**config.mk**
```make
export PLATFORM = sky130hd
export DESIGN_NAME = keypad_entry_scanner
export DESIGN_NICKNAME = d
export VERILOG_FILES = /design/src/rtl/keypad_entry_scanner.sv
export SDC_FILE = /design/constraint.sdc
export NUM_CORES = 1
export LEC_CHECK = 0
export CAP_MARGIN = 20
export CORE_MARGIN = 5
export CORE_UTILIZATION = 59
export DETAILED_ROUTE_END_ITERATION = 7
export PLACE_DENSITY = 0.87
export SETUP_SLACK_MARGIN = 0.4
export SYNTH_ARGS = -nofsm -noshare
export SYNTH_HDL_FRONTEND = slang
export SYNTH_SLANG_ARGS = --single-unit
```
**constraint.sdc**
```tcl
create_clock -name clk -period 3.2 [get_ports clk]
set_input_delay 0.64 -clock clk [delete_from_list [all_inputs] [get_ports clk]]
set_output_delay 0.64 -clock clk [all_outputs]
set_load 0.01 [all_outputs]
```
**src/rtl/keypad_entry_scanner.sv**
```systemverilog
// 4x4 keypad scanner with scan-level debounce, NUM_DIGITS-nibble hex entry buffer
// (backspace/submit), and a time-multiplexed seven-segment digit driver.
module keypad_entry_scanner #(
   parameter int unsigned NUM_DIGITS     = 4,
   parameter int unsigned SCAN_DIV       = 100000,
   parameter int unsigned DEBOUNCE_SCANS = 4,
   parameter int unsigned REFRESH_DIV    = 100000
) (
   input  logic                              clk,
   input  logic                              rst,
   input  logic [3:0]                        row,
   output logic [3:0]                        col,
   input  logic                              btn_back,
   input  logic                              btn_submit,
   output logic [NUM_DIGITS-1:0]             an,
   output logic [3:0]                        hex_out,
   output logic                              blank,
   output logic [$clog2(NUM_DIGITS+1)-1:0]   count,
   output logic [4*NUM_DIGITS-1:0]           guess,
   output logic                              guess_valid
);

   localparam int unsigned CW  = $clog2(NUM_DIGITS + 1);
   localparam int unsigned DW  = $clog2(NUM_DIGITS);
   localparam int unsigned EW  = 4 * NUM_DIGITS;
   localparam int unsigned SDW = $clog2(SCAN_DIV + 1);
   localparam int unsigned RDW = $clog2(REFRESH_DIV + 1);
   localparam int unsigned DBW = $clog2(DEBOUNCE_SCANS + 1);

   typedef enum logic [1:0] {ST_IDLE, ST_CAND, ST_HELD, ST_REL} deb_state_t;

   function automatic logic [3:0] key_map(input logic [1:0] c, input logic [1:0] r);
      case ({c, r})
         4'b00_00: key_map = 4'h1;
         4'b00_01: key_map = 4'h4;
         4'b00_10: key_map = 4'h7;
         4'b00_11: key_map = 4'h0;
         4'b01_00: key_map = 4'h2;
         4'b01_01: key_map = 4'h5;
         4'b01_10: key_map = 4'h8;
         4'b01_11: key_map = 4'hF;
         4'b10_00: key_map = 4'h3;
         4'b10_01: key_map = 4'h6;
         4'b10_10: key_map = 4'h9;
         4'b10_11: key_map = 4'hE;
         4'b11_00: key_map = 4'hA;
         4'b11_01: key_map = 4'hB;
         4'b11_10: key_map = 4'hC;
         default:  key_map = 4'hD;
      endcase
   endfunction

   logic [SDW-1:0] scan_cnt;
   logic [1:0]     col_idx;
   logic [3:0]     row_s1, row_s2;
   logic           scan_found;
   logic [3:0]     scan_code;
   logic           col_last, scan_done, row_hit, key_found_c;
   logic [1:0]     row_idx;
   logic [3:0]     code_c, code_now;

   assign col_last    = (scan_cnt == SDW'(SCAN_DIV - 1));
   assign scan_done   = col_last && (col_idx == 2'd3);
   assign row_hit     = (row_s2 != 4'hF);
   assign code_c      = key_map(col_idx, row_idx);
   assign key_found_c = scan_found || row_hit;
   assign code_now    = scan_found ? scan_code : code_c;

   // lowest-numbered low row wins
   always_comb begin
      row_idx = 2'd3;
      casez (row_s2)
         4'b???0: row_idx = 2'd0;
         4'b??01: row_idx = 2'd1;
         4'b?011: row_idx = 2'd2;
         default: row_idx = 2'd3;
      endcase
   end

   // column drive, row synchronizer and first-key-per-scan capture
   always_ff @(posedge clk) begin
      if (rst) begin
         scan_cnt   <= '0;
         col_idx    <= 2'd0;
         col        <= 4'b1110;
         row_s1     <= 4'hF;
         row_s2     <= 4'hF;
         scan_found <= 1'b0;
         scan_code  <= 4'h0;
      end else begin
         row_s1 <= row;
         row_s2 <= row_s1;
         if (col_last) begin
            scan_cnt <= '0;
            col_idx  <= col_idx + 2'd1;
            col      <= ~(4'b0001 << 2'(col_idx + 2'd1));
            if (col_idx == 2'd3) begin
               scan_found <= 1'b0;
            end else if (!scan_found && row_hit) begin
               scan_found <= 1'b1;
               scan_code  <= code_c;
            end
         end else begin
            scan_cnt <= scan_cnt + SDW'(1);
         end
      end
   end

   deb_state_t     state, state_next;
   logic [DBW-1:0] deb_cnt, deb_cnt_next;
   logic [3:0]     cand_code, cand_code_next;
   logic           press_c;
   logic [3:0]     press_code_c;

   always_ff @(posedge clk) begin
      if (rst) begin
         state     <= ST_IDLE;
         deb_cnt   <= '0;
         cand_code <= 4'h0;
      end else begin
         state     <= state_next;
         deb_cnt   <= deb_cnt_next;
         cand_code <= cand_code_next;
      end
   end

   // debounce decision, taken once per completed four-column scan
   always_comb begin
      state_next     = state;
      deb_cnt_next   = deb_cnt;
      cand_code_next = cand_code;
      press_c        = 1'b0;
      press_code_c   = cand_code;
      if (scan_done) begin
         case (state)
            ST_IDLE: begin
               if (key_found_c) begin
                  if (DEBOUNCE_SCANS == 1) begin
                     press_c      = 1'b1;
                     press_code_c = code_now;
                     state_next   = ST_HELD;
                  end else begin
                     state_next     = ST_CAND;
                     deb_cnt_next   = DBW'(1);
                     cand_code_next = code_now;
                  end
               end
            end
            ST_CAND: begin
               if (!key_found_c) begin
                  state_next = ST_IDLE;
               end else if (code_now != cand_code) begin
                  cand_code_next = code_now;
                  deb_cnt_next   = DBW'(1);
               end else if (deb_cnt + DBW'(1) == DBW'(DEBOUNCE_SCANS)) begin
                  press_c    = 1'b1;
                  state_next = ST_HELD;
               end else begin
                  deb_cnt_next = deb_cnt + DBW'(1);
               end
            end
            ST_HELD: begin
               if (!key_found_c) begin
                  if (DEBOUNCE_SCANS == 1) begin
                     state_next = ST_IDLE;
                  end else begin
                     state_next   = ST_REL;
                     deb_cnt_next = DBW'(1);
                  end
               end
            end
            default: begin
               if (key_found_c) begin
                  state_next = ST_HELD;
               end else if (deb_cnt + DBW'(1) == DBW'(DEBOUNCE_SCANS)) begin
                  state_next = ST_IDLE;
               end else begin
                  deb_cnt_next = deb_cnt + DBW'(1);
               end
            end
         endcase
      end
   end

   logic [EW-1:0] entry;
   logic          back_q, submit_q, back_edge, submit_edge;

   assign back_edge   = btn_back && !back_q;
   assign submit_edge = btn_submit && !submit_q;

   // entry buffer: submit beats back beats press; losers are dropped
   always_ff @(posedge clk) begin
      if (rst) begin
         back_q      <= 1'b0;
         submit_q    <= 1'b0;
         entry       <= '0;
         count       <= '0;
         guess       <= '0;
         guess_valid <= 1'b0;
      end else begin
         back_q      <= btn_back;
         submit_q    <= btn_submit;
         guess_valid <= 1'b0;
         if (submit_edge) begin
            if (count == CW'(NUM_DIGITS)) begin
               guess       <= entry;
               guess_valid <= 1'b1;
               entry       <= '0;
               count       <= '0;
            end
         end else if (back_edge) begin
            if (count != '0) begin
               entry <= {4'h0, entry[EW-1:4]};
               count <= count - CW'(1);
            end
         end else if (press_c) begin
            if (count < CW'(NUM_DIGITS)) begin
               entry <= {entry[EW-5:0], press_code_c};
               count <= count + CW'(1);
            end
         end
      end
   end

   logic [RDW-1:0] ref_cnt;
   logic [DW-1:0]  dig;

   // digit refresh; anode and its data are registered from the same index
   always_ff @(posedge clk) begin
      if (rst) begin
         ref_cnt <= '0;
         dig     <= '0;
         an      <= ~NUM_DIGITS'(1);
         hex_out <= 4'h0;
         blank   <= 1'b1;
      end else begin
         if (ref_cnt == RDW'(REFRESH_DIV - 1)) begin
            ref_cnt <= '0;
            dig     <= (dig == DW'(NUM_DIGITS - 1)) ? '0 : dig + DW'(1);
         end else begin
            ref_cnt <= ref_cnt + RDW'(1);
         end
         an      <= ~(NUM_DIGITS'(1) << dig);
         hex_out <= entry[{dig, 2'b00} +: 4];
         blank   <= (CW'(dig) >= count);
      end
   end

endmodule

```
# Yosys cells after proc, flatten, opt, wreduce, memory -nomap -nowiden
# Memories as Yosys holds them, arrays and structs flattened.
# Index checks and enable logic that the tools add are counted.
# Widths: inputs -> output; s select.
dict set report op_classes {
  add_sub_neg 7
  n_mul 0
  div 0
  magnitude_cmp 2
  eq_ne 21
  n_shift 3
  muxes 42
  bitwise 5
  reduce_logical 25
}
# operator count
set op_table {}
lappend op_table {{$mux 16} 6}
lappend op_table {{$mux 3} 12}
lappend op_table {{$add 17x1->17 const B} 2}
lappend op_table {{$eq 17x17->1 const B} 2}
lappend op_table {{$mux 2} 8}
lappend op_table {{$mux 4} 4}
lappend op_table {{$shiftx 16x5->4} 1}
lappend op_table {{$pmux 2 s3} 2}
lappend op_table {{$reduce_and 5->1} 2}
lappend op_table {{$pmux 3 s3} 1}
lappend op_table {{$reduce_bool 3->1} 3}
lappend op_table {{$mux 1} 8}
lappend op_table {{$ne 2x2->1 const B} 4}
lappend op_table {{$not 4->4} 2}
lappend op_table {{$pmux 4 s2} 1}
lappend op_table {{$shl 1x2->4 const A} 2}
lappend op_table {{$add 3x1->3 const B} 2}
lappend op_table {{$eq 2x2->1 const B} 3}
lappend op_table {{$eq 3x3->1 const B} 2}
lappend op_table {{$ne 3x1->1 const B} 2}
lappend op_table {{$ne 3x3->1 const B} 2}
lappend op_table {{$reduce_and 6->1} 1}
lappend op_table {{$reduce_or 2->1} 3}
lappend op_table {{$add 2x1->2 const B} 2}
lappend op_table {{other kinds (18)} 28}
dict set report word_totals {
  reg_bits 111
  latch_bits 0
  mem_bits_rw 0
  mem_bits_ro 64
  output_inout_bits 33
  elab_cells 127
  memories 1
}
# memory depth width rd rd_clocked_by_memory_dff wr line_no
set mem_list {}
lappend mem_list {{(no name shown)} 16 4 1 0 0 33} ;# case ({c, r})

# Longest topological paths before layout
# An unclocked memory read counts as a cell.
dict set report logic_depth {
  ltp_word 12
  ltp_mapped 12
  depth_no_buf 9
}

# Worst setup path before layout
# No wires, ideal clock.
dict set report synth_timing {
  path_type {register -> register}
  start {reg row_s2[1]}
  end {reg entry[10]}
  arrival_time_ns 2.605
  setup_slack_ns 0.474
  stages_incl_launch_ff 12
  path_buffers 2
  period_less_slack_ns 2.726
  path_cell_list {dfxtp_1 > buf_4 > nand2b_1 > nand2_1 > ha_1 > mux2_4 > o2111a_1 > or3_1 > o211a_2 > a21o_4 > buf_12 > mux2_4}
}
dict set report synth_between {
  elab_chain_len 11
}
# element line_no
set synth_lines {}
lappend synth_lines {{start, declared} 55} ;# logic [3:0] row_s1, row_s2;
lappend synth_lines {{start signal, assigned} 92} ;# row_s2 <= row_s1;
lappend synth_lines {{$eq 3x2->1 / $eq 2x1->1 (equally long branches)} 72} ;# casez (row_s2)
lappend synth_lines {{$pmux 2 s3} 72}
lappend synth_lines {{$mem_v2 16x4} -}
lappend synth_lines {{$mux 4} 67} ;# assign code_now = scan_found ? scan_code : code_c;
lappend synth_lines {{$ne 4x4->1} 152} ;# end else if (code_now != cand_code) begin
lappend synth_lines {{$mux 1} 152}
lappend synth_lines {{$mux 1 (*)} 150} ;# if (!key_found_c) begin
lappend synth_lines {{$mux 1 (*)} 135} ;# case (state)
lappend synth_lines {{$mux 1 (*)} 134} ;# if (scan_done) begin
lappend synth_lines {{$reduce_bool 3->1 (no line) (*)} -}
lappend synth_lines {{$reduce_and 4->1 (no line) (*)} -}
lappend synth_lines {{end signal, assigned} 213} ;# entry <= {4'h0, entry[EW-1:4]};
lappend synth_lines {{end signal, assigned} 218} ;# entry <= {entry[EW-5:0], press_code_c};
lappend synth_lines {{end, declared} 185} ;# logic [EW-1:0] entry;
# Mark *: on every way between the ends. The rest lies on a longest branch, timed or not.
# A chain may end at the register's enable or synchronous reset.

# Worst setup path after layout
dict set report layout_timing {
  start {reg row_s2[2]}
  end {reg entry[10]}
}
dict set report layout_between {
  elab_chain_len 11
}
# element line_no
set layout_lines {}
lappend layout_lines {{$eq 3x2->1} 72}
lappend layout_lines {{$pmux 2 s3} 72}
lappend layout_lines {{$mem_v2 16x4} -}
lappend layout_lines {{$mux 4} 67}
lappend layout_lines {{$ne 4x4->1} 152}
lappend layout_lines {{$mux 1} 152}
lappend layout_lines {{$mux 1 (*)} 150}
lappend layout_lines {{$mux 1 (*)} 135}
lappend layout_lines {{$mux 1 (*)} 134}
lappend layout_lines {{$reduce_bool 3->1 (no line) (*)} -}
lappend layout_lines {{$reduce_and 4->1 (no line) (*)} -}
# Marked as above.

==> results.md <==
- Outcome: finished, final reports clean
- Required arrival time at the worst endpoint: 3480 ps
- Number of buffers between clock root and the deepest sink: 2
- RSZ-0062 raised after global routing: yes
- Clock tree sinks: 111
- Antenna cells: 0
- Sum of buffers and inverters on the critical path: 0
- Global Route Usage Sum: 20.3%
- Placed cell areas: 5930 sq um
- Number of slew-limit violations in the final report: 0
- Via count of the first global-routing pass: 4269
- Slowest cell on crit path: or3_1
- Sequential cell area: 2230 sq um
- Area of the mapped netlist: 5540 sq um
- Initial core utilization: 60.3%
- Startpoint of the worst-slack reg-to-reg timing path: row_s2[2]
- Syn avg cell area: 8.72 sq um
- Endpoint class of the critical path: register
- Number of distinct standard cells referenced by the synthesized netlist: 67
- Post-synthesis instance total: 636
- CTS Hold Bufs: 0
- Routed len/inst: 14.9 um
- Boundary pin count: 41
- Async set-or-reset flop fraction in the synthesized netlist: 0%
- Multi-input gate area in the final layout: 3060 sq um
- Start point of the critical path: row_s2[2]
- Wire length after detailed routing: 11.6 mm
- Wire length of the first global-routing pass: 19.1 mm
- Total DRC errors in the routed layout: 0
- Post-placement setup slack: 385 ps
- Total count of hold-check failures in the final report: 0
- Leading cell type in the layout, fill and taps excluded: dfxtp_1
- Final worst setup slack: 477 ps
- Post-CTS Setup Repair Bufs: 0
- Share of the core filled with cells in the final layout: 66.9%
- Setup TNS: 0 ps
- Final HPWL from detailed placement: 8.26 mm
- Final clock period utilization by the worst path: 85.1%
- Sum of overflow across all layers after global routing: 0
- Count of nets after finishing: 693
- Die Width: 107 um
- Transition time at the pin with the least slew margin: 809 ps
- Max Clk Rate: 367 MHz
- Worst max-slew margin expressed relative to the limit: 46.0%
- Min cycle time layout: 2720 ps
- Violation count after the first detailed-routing iteration: 295
- Sequential area share after synthesis: 40.1%
- Library cell appearing most often on the critical path: mux2_4
- Post-route antenna net violation count: 0
- Kind of launch point of the worst setup path: register
- Insertion delay of the later-clocked pin in the worst-skew pair: 380 ps
- Number of buffers created by CTS: 9
- Total leakage power: 2.19 nW
- Clock edge transition at the registers on the reported setup and hold paths: 110 ps
- Count of max-cap constraint violations: 0
- Yosys Warn Count: 0
- Worst hold start: row_s1[2]
- Number of standard cells in the layout, taps in and fillers out: 779
- Clock root cell: clkbuf_8
- Fraction of layout instances using a drive strength above 1: 9.43%
- Largest net degree at the start of global routing: 47
- Slowest Stage Delay on Critical Path: 400 ps
- Total number of H-tree levels: 3
- Most used DFF post-synth: dfxtp_1
- Fillers: 735
- CP Cell Sequence: nand2b_1, nand2_1, ha_1, mux2_4, o2111a_1, or3_1, o211a_2, a21o_4, mux2_4
- Syn-to-layout area delta: 11.0%
- Total placed cells including tap cells: 762
- Vias/cell: 5.82
- Worst hold-check path type: register to register
- Post-synthesis register bit count: 111
- Cell area after layout: 6150 sq um
- Layout Skew: 13.3 ps
- Buffers added on ports: 40
- Die Span Y: 107 um
- Die Footprint: 11400 sq um
- Delay-heaviest family, CP: compound AO/OA/AOI/OAI gates
- Synthesized Nets: 666
- CTS tree: yes
- Post-synth EDFFs: 0
- Standard-cell row count: 35
- Crit path max fanout: 8
- Worst VDD drop: 0.367 mV
- Core Area: 9200 sq um
- Routability congestion estimate from global placement: 0.855
- Count of endpoints failing setup in the final report: 0
- Vias after detailed routing: 4532
- Commonest cells after routing, fill and taps aside: dfxtp_1 (108), nand2_1 (82), nor2_1 (66), a21oi_1 (53), clkdlybuf4s50_1 (39)
- Number of antenna violations at the first check in global routing: 0
- Worst path arrival time: 3000 ps
- Critical Setup Path Class: register to register
- DRT Pass-1 Iters: 4
- Ratio of total power to cell area: 383 nW/um^2
cells by family (layout without fill, tap and decap cells):
kind of cell	after synthesis	after routing	synth area share, %
AOI/OAI and AO/OA	110	111	12.8
xor gates and xnor gates	30	30	4.74
adders and majority gates	22	22	5.10
buffers and inverters	53	84	5.10
DFF	111	111	40.1
muxes	27	27	6.73
and+or+nand+nor	283	283	25.5
routing by layer:
layer / vias up / track usage [%] / share of wire, %
met5: - / 0 / 0
met4: 0 / 7.76 / 1.9
met1: 2120 / 23.7 / 43
met2: 137 / 36.9 / 50
li1: 2252 / - / -
met3: 23 / 3.67 / 5.0
layout make-up:
cell class | count | area share [%]
timing repair buffer | 47 | 7.28
multi-input combinational | 473 | 49.7
inverter | 21 | 1.28
sequential | 111 | 36.2
clock buffer | 9 | 2.01
clock inverter | 7 | 1.22
tap | 111 | 2.26
synthesized netlist by cell type, types with 3 or more instances:
| cell | instances | area [sq um] |
|---|---|---|
| xnor2_1 | 10 | 87.6 |
| mux2_4 | 9 | 135 |
| nand2b_1 | 11 | 68.8 |
| or3_1 | 7 | 43.8 |
| nor4b_1 | 3 | 26.3 |
| ha_1 | 21 | 263 |
| and3_1 | 6 | 37.5 |
| nor2b_1 | 32 | 200 |
| or2_2 | 11 | 68.8 |
| o21a_1 | 3 | 22.5 |
| clkbuf_1 | 17 | 63.8 |
| buf_6 | 7 | 78.8 |
| nand3_1 | 21 | 105 |
| o211ai_1 | 3 | 22.5 |
| xor2_1 | 20 | 175 |
| a211oi_1 | 9 | 67.6 |
| dfxtp_1 | 111 | 2220 |
| or4_1 | 5 | 37.5 |
| mux2_2 | 6 | 67.6 |
| nand4_1 | 13 | 81.3 |
| o22ai_1 | 3 | 18.8 |
| nand2_1 | 82 | 308 |
| and4_1 | 3 | 26.3 |
| a21oi_1 | 53 | 265 |
| mux4_2 | 4 | 90.1 |
| mux2i_1 | 8 | 80.1 |
| inv_1 | 20 | 75.1 |
| nand3b_1 | 6 | 45.0 |
| o31ai_1 | 3 | 22.5 |
| nor2_1 | 66 | 248 |
| o21ai_0 | 10 | 50.1 |
| nor3_1 | 6 | 30.0 |
| a211o_1 | 4 | 35.0 |
stage by stage:
stage                     hold WS [ps]  power, W
after floorplan                    389   0.00153
after global placement             393   0.00155
after detailed placement           396   0.00156
after CTS                          424   0.00238
after global routing               443   0.00244
final                              418   0.00236
worst paths after layout:
kind                to  slack [ps]  cells after the start
max          entry[10]         480                      9
min          row_s2[2]         420                      1
max reg2reg  entry[10]         480                      9
min reg2reg  row_s2[2]         420                      1
state kept, by name, indices dropped and copies added (netlist names), 4 cells and up, named ones only:
name       flops
row_s2         4
row_s1         4
hex_out        4
scan_cnt      17
col            4
an             4
cand_code      4
entry         16
guess         16
scan_code      4
ref_cnt       17
what timing repair did:
action	4_1_cts	5_1_grt
cloned	0	1
pin swaps	0	1
gates resized for setup	1	6
hold endpoints to repair	0	0
setup endpoints to repair	10	21
worst register-to-register path, cell delays in order, from the launching register on:
cell	delay (ps)
dfxtp_2	360
nand2b_1	150
nand2_1	90
ha_1	330
mux2_4	280
o2111a_1	240
or3_1	400
o211a_2	200
a21o_4	280
mux2_4	300
power by group:
group	internal (W)	leakage (nW)	switching, W
sequential	0.00139	0.897	0.00000967
clock	0.000307	0.102	0.000517
combinational	0.0000466	1.19	0.0000828
Power figures use the tool's default switching activity.
